[config.mk]
export PLATFORM = sky130hd
export DESIGN_NAME = raster_scan_ctrl_flat
export DESIGN_NICKNAME = d
export VERILOG_FILES = /design/src/rtl/raster_scan_ctrl_if.sv /design/src/rtl/raster_scan_ctrl.sv /design/src/flat_wrapper.sv
export SDC_FILE = /design/constraint.sdc
export NUM_CORES = 1
export LEC_CHECK = 0
export CORE_MARGIN = 2
export CORE_UTILIZATION = 55
export DETAILED_ROUTE_END_ITERATION = 8
export DONT_BUFFER_PORTS = 1
export PLACE_DENSITY = 0.74
export SETUP_SLACK_MARGIN = 0.02
export SYNTH_ARGS = -nofsm -noshare
export SYNTH_HDL_FRONTEND = slang
export SYNTH_SLANG_ARGS = --single-unit
export TNS_END_PERCENT = 20
[constraint.sdc]
create_clock -name clk -period 5.59 [get_ports clk]
set_clock_uncertainty 0.2 [all_clocks]
set_input_delay 1.118 -clock clk [delete_from_list [all_inputs] [get_ports clk]]
set_output_delay 1.118 -clock clk [all_outputs]
set_load 0.02 [all_outputs]
[src/rtl/raster_scan_ctrl_if.sv]
// raster_scan_ctrl_if: pixel stream handshake and window-centre report.
// master is the upstream/consumer side; slave is the controller.
interface raster_scan_ctrl_if #(parameter int CNT_W = 10);
    logic             in_valid;
    logic             in_ready;
    logic             win_valid;
    logic [CNT_W-1:0] win_cx;
    logic [CNT_W-1:0] win_cy;
    modport master (output in_valid, input in_ready, win_valid, win_cx, win_cy);
    modport slave (input in_valid, output in_ready, win_valid, win_cx, win_cy);
endinterface

[src/rtl/raster_scan_ctrl.sv]
// raster_scan_ctrl: walks a raster over a run-time sized frame, one pixel per
// beat, and reports the centre of each FAST window as it becomes complete.
module raster_scan_ctrl #(
    parameter int CNT_W  = 10,
    parameter int RADIUS = 3
) (
    input  logic             clk,
    input  logic             n_rst,
    input  logic             start,
    input  logic             abort,
    input  logic [CNT_W-1:0] cfg_width,
    input  logic [CNT_W-1:0] cfg_height,
    raster_scan_ctrl_if.slave pix,
    output logic             busy,
    output logic             frame_done,
    output logic             cfg_err
);
    localparam logic [CNT_W-1:0] WIN  = CNT_W'(2 * RADIUS + 1);
    localparam logic [CNT_W-1:0] SPAN = CNT_W'(2 * RADIUS);
    localparam logic [CNT_W-1:0] R    = CNT_W'(RADIUS);

    typedef enum logic [1:0] {IDLE, SCAN, DONE} state_t;

    state_t           state, state_d;
    logic [CNT_W-1:0] width_q, height_q, col, row, col_d, row_d;
    logic             col_flag, row_flag, beat, last, clr, cfg_ok, accept, win_hit;

    assign pix.in_ready = state == SCAN;
    assign busy         = state == SCAN;
    assign frame_done   = state == DONE;

    always_comb begin
        beat    = pix.in_valid && state == SCAN;
        cfg_ok  = cfg_width >= WIN && cfg_height >= WIN;
        accept  = state == IDLE && start && !abort && cfg_ok;
        last    = beat && col_flag && row_flag;
        clr     = state != SCAN || abort || last;
        win_hit = beat && col >= SPAN && row >= SPAN;
        col_d   = clr ? '0 : beat ? (col_flag ? '0 : col + 1'b1) : col;
        row_d   = clr ? '0 : (beat && col_flag) ? (row_flag ? '0 : row + 1'b1) : row;
        state_d = abort ? IDLE :
                  state == IDLE ? (accept ? SCAN : IDLE) :
                  state == SCAN ? (last ? DONE : SCAN) : IDLE;
    end

    // Flags are registered from the next count so they track count == rollover_val.
    always_ff @(posedge clk) begin
        if (!n_rst) begin
            state         <= IDLE;
            width_q       <= '0;
            height_q      <= '0;
            col           <= '0;
            row           <= '0;
            col_flag      <= 1'b0;
            row_flag      <= 1'b0;
            cfg_err       <= 1'b0;
            pix.win_valid <= 1'b0;
            pix.win_cx    <= '0;
            pix.win_cy    <= '0;
        end else begin
            state    <= state_d;
            col      <= col_d;
            row      <= row_d;
            col_flag <= !clr && col_d == width_q - 1'b1;
            row_flag <= !clr && row_d == height_q - 1'b1;
            cfg_err  <= state == IDLE && start && !abort && !cfg_ok;
            if (accept) begin
                width_q  <= cfg_width;
                height_q <= cfg_height;
            end
            pix.win_valid <= win_hit;
            if (win_hit) begin
                pix.win_cx <= col - R;
                pix.win_cy <= row - R;
            end
        end
    end
endmodule

[src/flat_wrapper.sv]
// flat-port wrapper written by rule: the top's interface ports become plain ports
module raster_scan_ctrl_flat 
#(
    parameter int CNT_W  = 10,
    parameter int RADIUS = 3
)
  (clk, n_rst, start, abort, cfg_width, cfg_height, busy, frame_done, cfg_err, pix_in_valid, pix_in_ready, pix_win_valid, pix_win_cx, pix_win_cy);
  raster_scan_ctrl_if #(.CNT_W(CNT_W)) pix_i ();
  input  logic clk;
  input  logic n_rst;
  input  logic start;
  input  logic abort;
  input  logic [CNT_W-1:0] cfg_width;
  input  logic [CNT_W-1:0] cfg_height;
  output logic busy;
  output logic frame_done;
  output logic cfg_err;
  input wire logic [$bits(pix_i.in_valid)-1:0] pix_in_valid;
  output wire logic [$bits(pix_i.in_ready)-1:0] pix_in_ready;
  output wire logic [$bits(pix_i.win_valid)-1:0] pix_win_valid;
  output wire logic [$bits(pix_i.win_cx)-1:0] pix_win_cx;
  output wire logic [$bits(pix_i.win_cy)-1:0] pix_win_cy;
  assign pix_i.in_valid = pix_in_valid;
  assign pix_in_ready = pix_i.in_ready;
  assign pix_win_valid = pix_i.win_valid;
  assign pix_win_cx = pix_i.win_cx;
  assign pix_win_cy = pix_i.win_cy;
  raster_scan_ctrl #(.CNT_W(CNT_W), .RADIUS(RADIUS)) u_core (.clk(clk), .n_rst(n_rst), .start(start), .abort(abort), .cfg_width(cfg_width), .cfg_height(cfg_height), .pix(pix_i), .busy(busy), .frame_done(frame_done), .cfg_err(cfg_err));
endmodule
==> Word level (Yosys, flattened, before mapping) <==
Index checks and enable logic that the tools add are counted.
{ "totals": {"input_bits": 25, "ff_bits": 66, "elab_cells": 56} }
{ "op_classes": {"n_lt_le_gt_ge": 4, "n_reduce_logical": 19, "muxes": 10, "bitwise_logic": 1, "add_sub_neg": 6, "n_eq_ne": 5} }
{ "ops": {"columns": ["op", "count"], "rows": [
  ["2-to-1 mux 10 bit", 6],
  [">= comparator 10 x 3 -> 1 bit, second input constant", 4],
  ["adder 10 x 1 -> 10 bit, second input constant", 2],
  ["equality test 10 bit", 2],
  ["subtractor 10 x 1 -> 10 bit, second input constant", 2],
  ["subtractor 10 x 2 -> 10 bit, second input constant", 2],
  ["logical AND 1 bit", 12],
  ["2-to-1 mux 2 bit", 3],
  ["logical NOT 1 bit", 3],
  ["equality test 2 x 1 -> 1 bit, second input constant", 1],
  ["equality test 2 bit, second input constant", 1],
  ["logical NOT 2 bit", 1],
  ["logical OR 1 bit", 2],
  ["!= test 2 x 1 -> 1 bit, second input constant", 1],
  ["OR reduction 2 bit", 1],
  ["2-to-1 mux 1 bit", 1],
  ["inverter 1 bit", 1]
]} }

==> Logic depth before layout (Yosys ltp) <==
{ "depth": {"depth_word": 8, "mapped_depth": 9, "mapped_depth_nobuf": 8} }

==> Least setup slack after synthesis <==
No wires, ideal clock.
{ "synth_path": {"path_kind": "input-to-reg", "from": "input port abort", "to": "register u_core.col_flag", "t_arrival_ns": 2.915, "slack_ns": 2.383, "cell_stages": 7, "cell_sequence": "or3b_1 > clkbuf_2 > or4b_4 > a2111o_1 > nand4_1 > mux2i_1 > nor4bb_1"} }
{ "synth_between": {"elab_chain_len": 5, "word_cells_on_any_way": 6, "classes_between": "1 x eq/ne; 1 x mux; 4 x reduce/logical"} }
{ "synth_rtl": {"columns": ["item", "line_no", "rtl"], "rows": [
  ["from (decl)", "flat_wrapper.sv:12", "input logic abort;"],
  ["logical OR 1 bit * (2 in a row)", "raster_scan_ctrl.sv:37", "clr = state != SCAN || abort || last;"],
  ["2-to-1 mux 10 bit", "raster_scan_ctrl.sv:39", "col_d = clr ? '0 : beat ? (col_flag ? '0 : col + 1'b1) : col;"],
  ["equality test 10 bit", "raster_scan_ctrl.sv:64", "col_flag <= !clr && col_d == width_q - 1'b1;"],
  ["logical AND 1 bit *", "raster_scan_ctrl.sv:64", null],
  ["to (signal assigned)", "raster_scan_ctrl.sv:64", null],
  ["to (decl)", "raster_scan_ctrl.sv:26", "logic col_flag, row_flag, beat, last, clr, cfg_ok, accept, win_hit;"]
]} }
Mark *: on every way between the ends. The rest lies on a longest branch, timed or not.
A chain may end at the register's enable or synchronous reset.

==> Worst setup path in the final report <==
{ "layout_path": {"from": "register u_core.state[0]", "to": "output port pix_in_ready"} }
{ "layout_between": {"elab_chain_len": 1} }
{ "layout_rtl": {"columns": ["item", "line_no", "rtl"], "rows": [
  ["from (decl)", "raster_scan_ctrl.sv:24", "state_t state, state_d;"],
  ["from (signal assigned)", "raster_scan_ctrl.sv:61", "state <= state_d;"],
  ["equality test 2 x 1 -> 1 bit", null, null],
  ["to (decl)", "flat_wrapper.sv:19", "output wire logic [$bits(pix_i.in_ready)-1:0] pix_in_ready;"]
]} }
No other way between the ends.

==> results by group <==
Hold path
  • Launch point of the worst hold path: u_core.height_q[9]
  • Class of the tightest hold or removal check: flip-flop to flip-flop

Critical path
  • Worst setup startpoint: u_core.state[0]
  • Critical Path, Cell by Cell: nor2b_1
  • Largest fanout on the critical path: 8
  • Required time of the critical path: 4.27 ns
  • Reg-to-reg startpoint: u_core.col_flag
  • Type of destination of the critical path: output port
  • Data arrival time at the worst-slack endpoint: 1.76 ns
  • Crit-path max cell delay: 0.93 ns
  • Kind of cell adding the most delay to the critical path: simple AND/OR/NAND/NOR gates
  • Total buffers and inverters traversed by the critical path: 0
  • Cell type of the slowest stage on the worst timing path: nor2b_1
  • Critical path class: flip-flop to output port
  • Startpoint types: flip-flop

Power
  • Power per cell area: 236.4 mW/mm2
  • Worst voltage drop across the vdd grid: 0.0002053 V
  • Leak: 0.001447 uW

Synth
  • Most frequently used flop master after synthesis: dfxtp_1
  • Combined area of all synthesized cells: 0.003784 mm2
  • Post-synth EDFFs: 0
  • Top-area cell type share of the netlist area: 34.92%
  • Syn Nets: 489
  • Average footprint of a synthesized cell: 8.261 um2
  • Count of state elements after synthesis: 66
  • List of most frequent post-synthesis cells: nor2_1, dfxtp_1, mux2i_1, xnor2_1, nand2_1
  • Count of unique library cells instantiated by Yosys: 50
  • Yosys Warn Count: 0
  • Cell with the most instances after synthesis: nor2_1
  • Gate count of the mapped netlist: 458
  • Top area cells in the synthesized netlist: dfxtp_1, mux2i_1, nor2_1, xnor2_1, a211oi_1
  • Biggest area consumer among synthesized cells: dfxtp_1
  • Sequential area share after synthesis: 34.92%
  • Proportion of synthesized flip-flops having asynchronous set or reset: 0%

Final layout
  • Share of the core filled with cells: 58.53%
  • Area of the multi-input gates: 0.002288 mm2
  • Number of nets at the end of the flow: 471
  • Filler Cells Inserted: 618
  • Layout area overhead: 3.935%
  • Layout cell share with drive strength beyond 1: 4.730%
  • Area occupied by registers: 0.001321 mm2
  • Diodes inserted: 0
  • Number of cells in the finished layout apart from fillers: 524

Timing
  • Worst slew margin: 19.35%
  • Setup-violating endpoint count in the final report: 0
  • Total negative setup slack: 0 ns
  • Number of slew-limit violations in the final report: 0
  • Peak clock frequency supported by timing: 324.9 MHz
  • Setup repair after global routing missed its margin: false
  • Shortest clock period the worst path allows after layout: 3.078 ns
  • Crit share post-route: 55.06%
  • Transition time at the pin with the least slew margin: 1.210 ns
  • Hold violation total from the final report: 0

Placed design
  • GPL Wtd Cong: 0.9333
  • Post-Place Cells: 509
  • Number of input and output port buffers inserted: 0
  • DP Wirelength: 6.040 mm

Global routing
  • Tot GR Track Use: 22.34%
  • GR Util met2: 33.66%
  • GR peak layer: met2
  • GR Overflow Total: 0
  • GRT met1 Usage: 30.29%
  • Global routing met3 resource utilization: 7.014%
  • Wire length of the first global-routing pass: 13.22 mm
  • Largest net degree at the start of global routing: 39
  • Antenna violations before repair: 0
  • Via count of the first global-routing pass: 2753

Clocking
  • CTS tree: yes
  • Post-CTS Repair Setup Buffers: 0
  • Clk sinks: 66
  • Clock Path Buffers: 2
  • H-tree Lvls: 3
  • Clock Root Buffer: clkbuf_8
  • Number of buffers inserted for hold repair after clock tree synthesis: 0
  • Post-cts sizing count: 0
  • Clock buffer count from CTS: 9
  • Clock slew at the register clock pins of the worst setup and hold paths: 0.07 ns
  • Clock Latency Late Sink: 0.34 ns

Drt
  • Drt drc: 0
  • Remaining number of nets flagged by the antenna check after routing: 0
  • Via count: 3199
  • Detailed-route wire length: 8.245 mm
  • Wire length per cell: 15.73 um
  • Drt first-iter violations: 284
  • First-pass DRT Iterations: 5
  • Routed vias/inst: 6.105

Floorplan
  • Starting density of the core: 56.31%
  • Area of the die: 0.007559 mm2
  • I/O pin count: 50
  • Core area: 0.006719 mm2
  • Num rows: 30
  • DIE WIDTH: 86.94 um
  • Die H: 86.94 um

Flow run
  • Max_cap viols: 0

Status
  • Status: completed
==> metal layers <==
layer  wire length [um]  vias to the layer above
met2               3535                      131
met4                185                        0
met5                  0                        -
met3                610                       22
li1                   -                     1586
met1               3913                     1460
==> layout make-up <==
class	instances	area share (%)
Clock buffer	9	3.150
Clock inverter	6	0.8909
Inverter	13	1.241
Multi-Input combinational cell	348	58.19
Sequential cell	66	33.60
Tap cell	80	2.545
Timing Repair Buffer	2	0.3818
==> registers in the layout, indices dropped and copies added, names as in the netlist <==
register              cells
u_core.col               10
u_core.height_q          10
u_core.pix.win_cx        10
u_core.pix.win_cy        10
u_core.row               10
u_core.width_q           10
u_core.state              2
u_core.cfg_err            1
u_core.col_flag           1
u_core.pix.win_valid      1
u_core.row_flag           1
==> through the flow <==
| stage | worst slack [ns] | instance area (um2) | total power (uW) | hold slack (ns) |
|---|---|---|---|---|
| after floorplan | 2.383 | 3784 | 588.3 | 0.2685 |
| after global placement | 2.252 | 3774 | 601.3 | 0.2992 |
| after detailed placement | 2.184 | 3774 | 605.5 | 0.3059 |
| after CTS | 2.518 | 3933 | 939.7 | 0.3248 |
| after global routing | 2.341 | 3933 | 973.3 | 0.3499 |
| final | 2.512 | 3933 | 929.5 | 0.3218 |
==> cell families after synthesis <==
family | Yosys count | share of synthesized area (%)
flip-flops | 66 | 34.92
buffers and inverters | 44 | 4.596
adder cells (fa/ha/maj) | 6 | 1.984
AO/OA/AOI/OAI | 63 | 11.61
AND/OR/NAND/NOR | 201 | 27.05
multiplexers | 31 | 8.201
XOR/XNOR | 47 | 11.64
==> path summary, 6_finish.rpt <==
check	to	slack [ns]	cells after the start
hold / removal	u_core.height_q[9]	0.32	2
setup / recovery	pix_in_ready	2.51	1
hold reg to reg	u_core.height_q[9]	0.32	2
setup reg to reg	u_core.row_flag	2.71	6
==> cell usage in the layout, fill, tap and decap left out, types with 14 or more instances in the layout <==
cell	netlist	layout
xnor2_1	31	31
nand3_1	16	16
nor3_1	17	17
dfxtp_1	66	66
nand2_1	26	26
nor4_1	14	14
nor2_1	73	73
mux2i_1	31	31
a211oi_1	17	17
xor2_1	14	14
==> power by group <==
part / internal, uW / switching [uW] / total [uW] / leakage [uW]
Sequential: 478 / 10.2 / 488 / 0.000534
Clock: 155 / 179 / 334 / 0.0000806
Combinational: 48.8 / 58.9 / 108 / 0.000832
(Power assumes the default switching activity.)
